**src/rtl/intr_ctrl.sv**
```systemverilog
// Interrupt request controller: latches N_SRC sources as pending, masks them, and runs the
// intr/inta/eoi handshake with the CPU. Define INTC_EDGE_DETECT_EN for edge-triggered sources.
module intr_ctrl #(
  parameter int N_SRC = 8,
  parameter int ID_W  = 3
) (
  input  logic             Clk,
  input  logic             Clr,
  input  logic [N_SRC-1:0] irq_src,
  input  logic             mask_we,
  input  logic [N_SRC-1:0] mask_wdata,
  input  logic             inta,
  input  logic             eoi,
  output logic             intr,
  output logic [ID_W-1:0]  vec_id,
  output logic [N_SRC-1:0] pending,
  output logic             busy
);

  typedef enum logic [1:0] {
    IDLE = 2'd0,
    REQ  = 2'd1,
    SERV = 2'd2
  } state_t;

  state_t           state_q, state_d;
  logic [N_SRC-1:0] mask_q;
  logic [N_SRC-1:0] pend_q, pend_d;
  logic [N_SRC-1:0] req_det;
  logic [N_SRC-1:0] unmasked;
  logic [N_SRC-1:0] clr_vec;
  logic [ID_W-1:0]  vec_q, vec_d;
  logic [ID_W-1:0]  sel;
  logic             sel_vld;

`ifdef INTC_EDGE_DETECT_EN
  logic [N_SRC-1:0] src_q;

  // NOTE: registers use non-blocking assignments so every flop samples pre-edge values.
  always_ff @(posedge Clk) begin
    if (Clr) src_q <= '0;
    else     src_q <= irq_src;
  end

  assign req_det = irq_src & ~src_q;
`else
  assign req_det = irq_src;
`endif

  assign unmasked = pend_q & ~mask_q;

  // Scan from the top down so the lowest set index is the last one written.
  always_comb begin
    sel     = '0;
    sel_vld = 1'b0;
    for (int i = N_SRC - 1; i >= 0; i--) begin
      if (unmasked[i]) begin
        sel     = ID_W'(i);
        sel_vld = 1'b1;
      end
    end
  end

  // NOTE: every output of this block is given a default first so no latch is inferred.
  always_comb begin
    state_d = state_q;
    vec_d   = vec_q;
    clr_vec = '0;
    unique case (state_q)
      IDLE: begin
        if (sel_vld) begin
          vec_d   = sel;
          state_d = REQ;
        end
      end
      REQ: begin
        if (inta) begin
          clr_vec[vec_q] = 1'b1;
          state_d        = SERV;
        end
      end
      SERV: begin
        if (eoi) state_d = IDLE;
      end
      default: state_d = IDLE;
    endcase
  end

  // A capture on the same edge as the acknowledge clear wins.
  assign pend_d = (pend_q & ~clr_vec) | req_det;

  always_ff @(posedge Clk) begin
    if (Clr) begin
      state_q <= IDLE;
      pend_q  <= '0;
      mask_q  <= '1;
      vec_q   <= '0;
    end else begin
      state_q <= state_d;
      pend_q  <= pend_d;
      vec_q   <= vec_d;
      if (mask_we) mask_q <= mask_wdata;
    end
  end

  assign intr    = (state_q == REQ);
  assign busy    = (state_q == SERV);
  assign vec_id  = vec_q;
  assign pending = pend_q;

endmodule

```
**config.mk**
```make
export PLATFORM = sky130hd
export DESIGN_NAME = intr_ctrl
export DESIGN_NICKNAME = d
export VERILOG_FILES = /design/src/rtl/intr_ctrl.sv
export SDC_FILE = /design/constraint.sdc
export NUM_CORES = 1
export LEC_CHECK = 0
export CORE_ASPECT_RATIO = 1.1
export CORE_MARGIN = 2
export CORE_UTILIZATION = 38
export CTS_CLUSTER_DIAMETER = 60
export DETAILED_ROUTE_END_ITERATION = 8
export PLACE_DENSITY = 0.7
export RECOVER_POWER = 50
export SYNTH_ARGS = -nofsm -noshare
export SYNTH_HDL_FRONTEND = slang
export SYNTH_SLANG_ARGS = --single-unit
```
**constraint.sdc**
```tcl
create_clock -name Clk -period 1.2 [get_ports Clk]
set_input_delay 0.24 -clock Clk [delete_from_list [all_inputs] [get_ports Clk]]
set_output_delay 0.24 -clock Clk [all_outputs]
set_load 0.03 [all_outputs]
```
Yosys cells after proc, flatten, opt, wreduce, memory -nomap -nowiden
Index checks and enable logic that the tools add are counted.

operators by class
  magnitude comparators = 2
  equality and inequality tests = 5
  multiplexer cells = 24
  bitwise gates (word level) = 5
  reduce and logical (&&, ||, !) cells = 4

operator list
  kind                count
  $mux 3              8
  $and 8x8->8         2
  $mux 8              2
  $not 8->8           2
  $mux 1              9
  $or 8x8->8          1
  $mux 2              3
  $ne 2x2->1 const B  3
  $pmux 2 s3          1
  $lt 3x4->1 const B  1
  $demux 1 s3         1
  $ge 3x1->1 const B  1
  $reduce_and 3->1    1
  $eq 2x1->1 const B  1
  $eq 2x2->1 const B  1
  $logic_not 2->1     1
  $reduce_and 2->1    1
  $logic_and 1x1->1   1

storage, ports and cells
  register bits after elaboration = 21
  input bits = 21
  logic and storage cells = 44

Longest topological paths before layout
Gate-level depths: netlist of run 1.

  depth after elaboration = 12
  gate-level depth with buffers = 4

Worst setup path after synthesis of run 1
No wires, ideal clock.

  path kind = flip-flop to flip-flop
  start point = reg vec_q[0] (netlist: vec_id[0])
  end point = reg pend_q[1] (netlist: pending[1])
  library setup time = 0.128 ns
  data arrival time = 1.175 ns
  setup slack = -0.102 ns
  stages on the path, launching flop included = 5
  buffers on the path = 0
  cells stage by stage = dfxtp_1 nand4b_1 or3_1 a21oi_1 nor2_1

on the way
  cells in the longest elaborated chain, start to end = 9
  elaborated cells on any way between the ends = 10
  those cells by class = order compare (2); mux (4); bitwise (3); reduce/logical (1)

ends and longest elaborated chain
  item                                                                   RTL line  source
  start: declaration                                                     32        logic [ID_W-1:0] vec_q, vec_d;
  start signal: assignment                                               101       vec_q <= vec_d;
  $lt 3x4->1 (implied by the code) / $ge 3x1->1 (equally long branches)  78        clr_vec[vec_q] = 1'b1;
  $logic_and 1x1->1 (implied by the code)                                78
  $mux 1 (implied by the code)                                           78
  $demux 1 s3 (*)                                                        78
  $mux 8 (*)                                                             77        if (inta) begin
  $mux 8 (*)                                                             69        unique case (state_q)
  $not 8->8 (*)                                                          90        assign pend_d = (pend_q & ~clr_vec) | req_det;
  $and 8x8->8 (*)                                                        90
  $or 8x8->8 (*)                                                         90
  end signal: assignment                                                 100       pend_q <= pend_d;
  end: declaration                                                       28        logic [N_SRC-1:0] pend_q, pend_d;

Every way passes the cells marked *; elsewhere a longest branch is shown, timed or not.
A chain may end at the register's enable or synchronous reset.

Worst setup path after layout of run 1
  start point = reg state_q[0]
  end point = out intr

on the way
  cells in the longest elaborated chain, start to end = 1

ends and longest elaborated chain
  item                      RTL line  source
  start: declaration        26        state_t state_q, state_d;
  start signal: assignment  99        state_q <= state_d;
  $eq 2x1->1                106       assign intr = (state_q == REQ);
  end: declaration          14        output logic intr,

No other way between the ends.

==> summary.txt, run 1 <==
Outcome
  – Result of the run: finished, violations left
  – Violated checks: setup timing

Pwr
  – Cell Int Power: 1150 uW
  – Leakage dissipation: 0.000678 uW
  – Sequential share of power: between 40 and 50%
  – Worst-case vdd ir drop: between 0.0008 and 0.0009 V
  – Net switching power of the design: ~500 uW
  – Combinational fraction of design power: 29.9%
  – Relative contribution of the clock network to total power: 20.6%
  – Sw Ratio: a little over 30%
  – Pwr Density: ~1100 nW/um2

STA
  – Worst hold slack across all endpoints: between 0.4 and 0.5 ns
  – Largest clock skew in the final design: between 0.0005 and 0.0006 ns
  – Number of setup violations in the final report: 5
  – Hold violation count in the final report: 0
  – Actual transition at the worst max-transition pin: ~0.3 ns
  – Final WS setup: -0.108 ns
  – Relative slew slack: 79.7%
  – Share of the clock period used by the worst path: 109%
  – Final max-slew violation count: 0
  – Max Freq: 765 MHz
  – Unrepaired setup endpoints after global routing: yes
  – Final period demand of the worst path: about 1.3 ns

Floorplan
  – Number of primary I/O pins: 34
  – Vertical extent of the die: roughly 55 um
  – Effective utilization at floorplan: about two fifths
  – Area of the die: about 2800 um2
  – Row count: 18
  – Floorplan die width: ~51 um
  – Core box area: between 2000 and 2500 um2

Global routing
  – Initial antenna violation count: 0
  – Global route total overflow: 0
  – Via count of the first global-routing pass: around 940
  – Overall routing resource usage: between 15 and 20%
  – Pin count of the biggest net entering global routing: 12
  – Global-route wire length before repair: roughly 4.1 mm

Placed design
  – HPWL after DPL: about 1.9 mm
  – Quantity of I/O buffers inserted on ports: 33
  – Routability congestion estimate: between 0.7 and 0.8

Clock network
  – Clk pin slew, worst setup/hold paths: about 0.11 ns
  – Hold buffers post-CTS: 0
  – Master cell of the clock root buffer: clkbuf_4
  – Num CTS Buffers: 3
  – Sinks on Clock Net: 21
  – Clock tree from TritonCTS: built
  – Maximum level of the CTS H-tree: 1
  – Worst-skew pair later-pin latency: ~0.30 ns
  – Buffer levels on the longest clock path: 2

Finish
  – Final nets: approximately 180
  – Layout overhead on the synthesized area: 71.0%
  – Antenna diode count: 0
  – Fraction of final layout cells sized beyond drive strength 1: 43.5%
  – Post-Route Utilization: 69.1%

Synth
  – Number of standard cells after synthesis: ~100
  – Biggest area consumer among synthesized cells: dfxtp_1
  – Total of warnings raised by yosys: 0
  – Summed instance area of the synthesized netlist: 910 um2
  – Cell types with the largest area share after synthesis: dfxtp_1, mux2i_1, nand2b_1, a21oi_1, nand2_1
  – Net count after synthesis: around 130
  – Cell with the most instances after synthesis: dfxtp_1
  – Post-synth EDFFs: 0
  – Top FF cell, synth: dfxtp_1
  – Fraction of synthesized cell area taken by the top area cell type: about 46%
  – Post-synthesis area per instance: 8.75 um2
  – Top cell types by occurrence after synthesis: dfxtp_1, a21oi_1, nand2_1, nand2b_1, mux2i_1
  – Async set-or-reset flop fraction in the synthesized netlist: 0%
  – Post-synthesis register bit count: 21
  – Synth cell types: 27
  – Part of the Yosys area used for sequential elements: between 40% and 50%

Worst setup path
  – Endpoint class of the critical path: output port
  – Critical path class: register to output port
  – R2R setup slack: -0.08 ns
  – Data arrival time of the worst path: between 1 and 1.5 ns
  – Required time worst endpoint: approximately 0.96 ns
  – Worst-path fanout max: 3
  – Kind of launch point of the worst setup path: register

Run
  – Max-Cap Viols: 0

Route
  – Vias per Instance: approximately 5
  – DRT Wirelength: 2.47 mm
  – Residual DRC count: 0
  – Antenna-violating nets left: 0
  – First-pass detailed-route iteration total: 4
  – Via count: 953
  – Iteration-0 DRC Markers: 10
  – Average wire per standard cell: 12.9 um

Worst hold path
  – Type of the most critical hold path: input pin to register
-- power by group through the flow --
stage	Clock, uW	Combinational [uW]	Sequential [uW]
after CTS	344	459	808
after floorplan	0	154	866
after global routing	379	530	827
final	341	494	818
after detailed placement	0	429	817
after global placement	0	422	814
-- what timing repair did --
action                     in CTS  in global routing
buffers inserted                2                  0
pin swaps                       3                 10
cloned                          0                  0
resized for setup              13                 23
setup endpoints to repair       5                 12
-- cell type report --
type	instances	area, um2
inverter	8	30.0
sequential	21	445
multi-input combinational	73	541
clock buffer	4	26.3
timing repair buffer	55	475
fill	194	697
tap	30	37.5
-- state kept, by name, summed over array words and instances (netlist names) --
| name | cells |
|---|---|
| pending | 8 |
| vec_id | 3 |
| mask_q | 8 |
| state_q | 2 |
-- cell usage in the layout (no fill, tap or decap), types with 2 or more instances in the layout --
| master | synthesis | layout |
|---|---|---|
| nand2b_4 | 0 | 3 |
| o21ai_2 | 0 | 3 |
| inv_1 | 7 | 7 |
| mux2i_1 | 8 | 8 |
| o21ai_0 | 5 | 5 |
| nand4_1 | 3 | 3 |
| dfxtp_4 | 0 | 2 |
| clkbuf_1 | 1 | 2 |
| buf_6 | 0 | 5 |
| nor2_1 | 2 | 2 |
| nand2b_1 | 11 | 8 |
| buf_4 | 0 | 28 |
| clkdlybuf4s50_1 | 0 | 19 |
| nand2_1 | 11 | 11 |
| a21oi_2 | 0 | 4 |
| clkbuf_4 | 0 | 3 |
| nor2b_1 | 4 | 3 |
| dfxtp_1 | 21 | 5 |
| a211oi_1 | 2 | 2 |
| a21oi_1 | 11 | 7 |
| dfxtp_2 | 0 | 14 |
-- logic make-up (layout without fill, tap and decap cells) --
family	Yosys count	in the layout	synth area share, %
compound gates	27	27	17.6
flops	21	21	46.2
buf+inv	10	67	4.26
mux	8	8	8.80
simple gates	38	38	23.1
-- worst max-delay path, cell delays in order, from the launching register on --
cell	delay (ns)
dfxtp_4	0.37
buf_6	0.12
nor2b_1	0.12
buf_4	0.16
-- per-layer routing --
metal	track usage, %	part of all wire (%)	up-vias
li1	-	-	484
met1	23.1	42	442
met2	32.3	53	25
met3	2.16	4.7	2
met4	6.56	0.65	0
met5	0	0	-
-- final timing paths --
path | end | from | cells after the start
setup reg to reg | pending[0] | state_q[0] | 5
hold / removal | pending[5] | irq_src[5] | 3
hold reg to reg | mask_q[1] | mask_q[1] | 2
setup / recovery | intr | state_q[0] | 3
-- metrics by stage --
stage,setup TNS [ns],power (uW),setup WS (ns),instance area (um2),cells
after floorplan,0,1020,0.00269,918,104
after global placement,-2.38,1240,-0.336,1400,185
after detailed placement,-2.73,1250,-0.366,1400,185
after CTS,-0.154,1610,-0.0916,1470,191
after global routing,-0.633,1740,-0.140,1560,191
final,-0.298,1650,-0.108,1560,191
No activity file was read; power rests on OpenSTA's default activity.
==> inputs of run 2 (changes only) <==
--- a/config.mk
+++ b/config.mk
@@ -10,6 +10,7 @@
 export CORE_UTILIZATION = 38
 export CTS_CLUSTER_DIAMETER = 60
 export DETAILED_ROUTE_END_ITERATION = 8
+export GPL_ROUTABILITY_DRIVEN = 0
 export PLACE_DENSITY = 0.7
 export RECOVER_POWER = 50
 export SYNTH_ARGS = -nofsm -noshare
==> results of run 2 <==
Same layout as run 1: the final DEF is identical, and so are final timing and power.
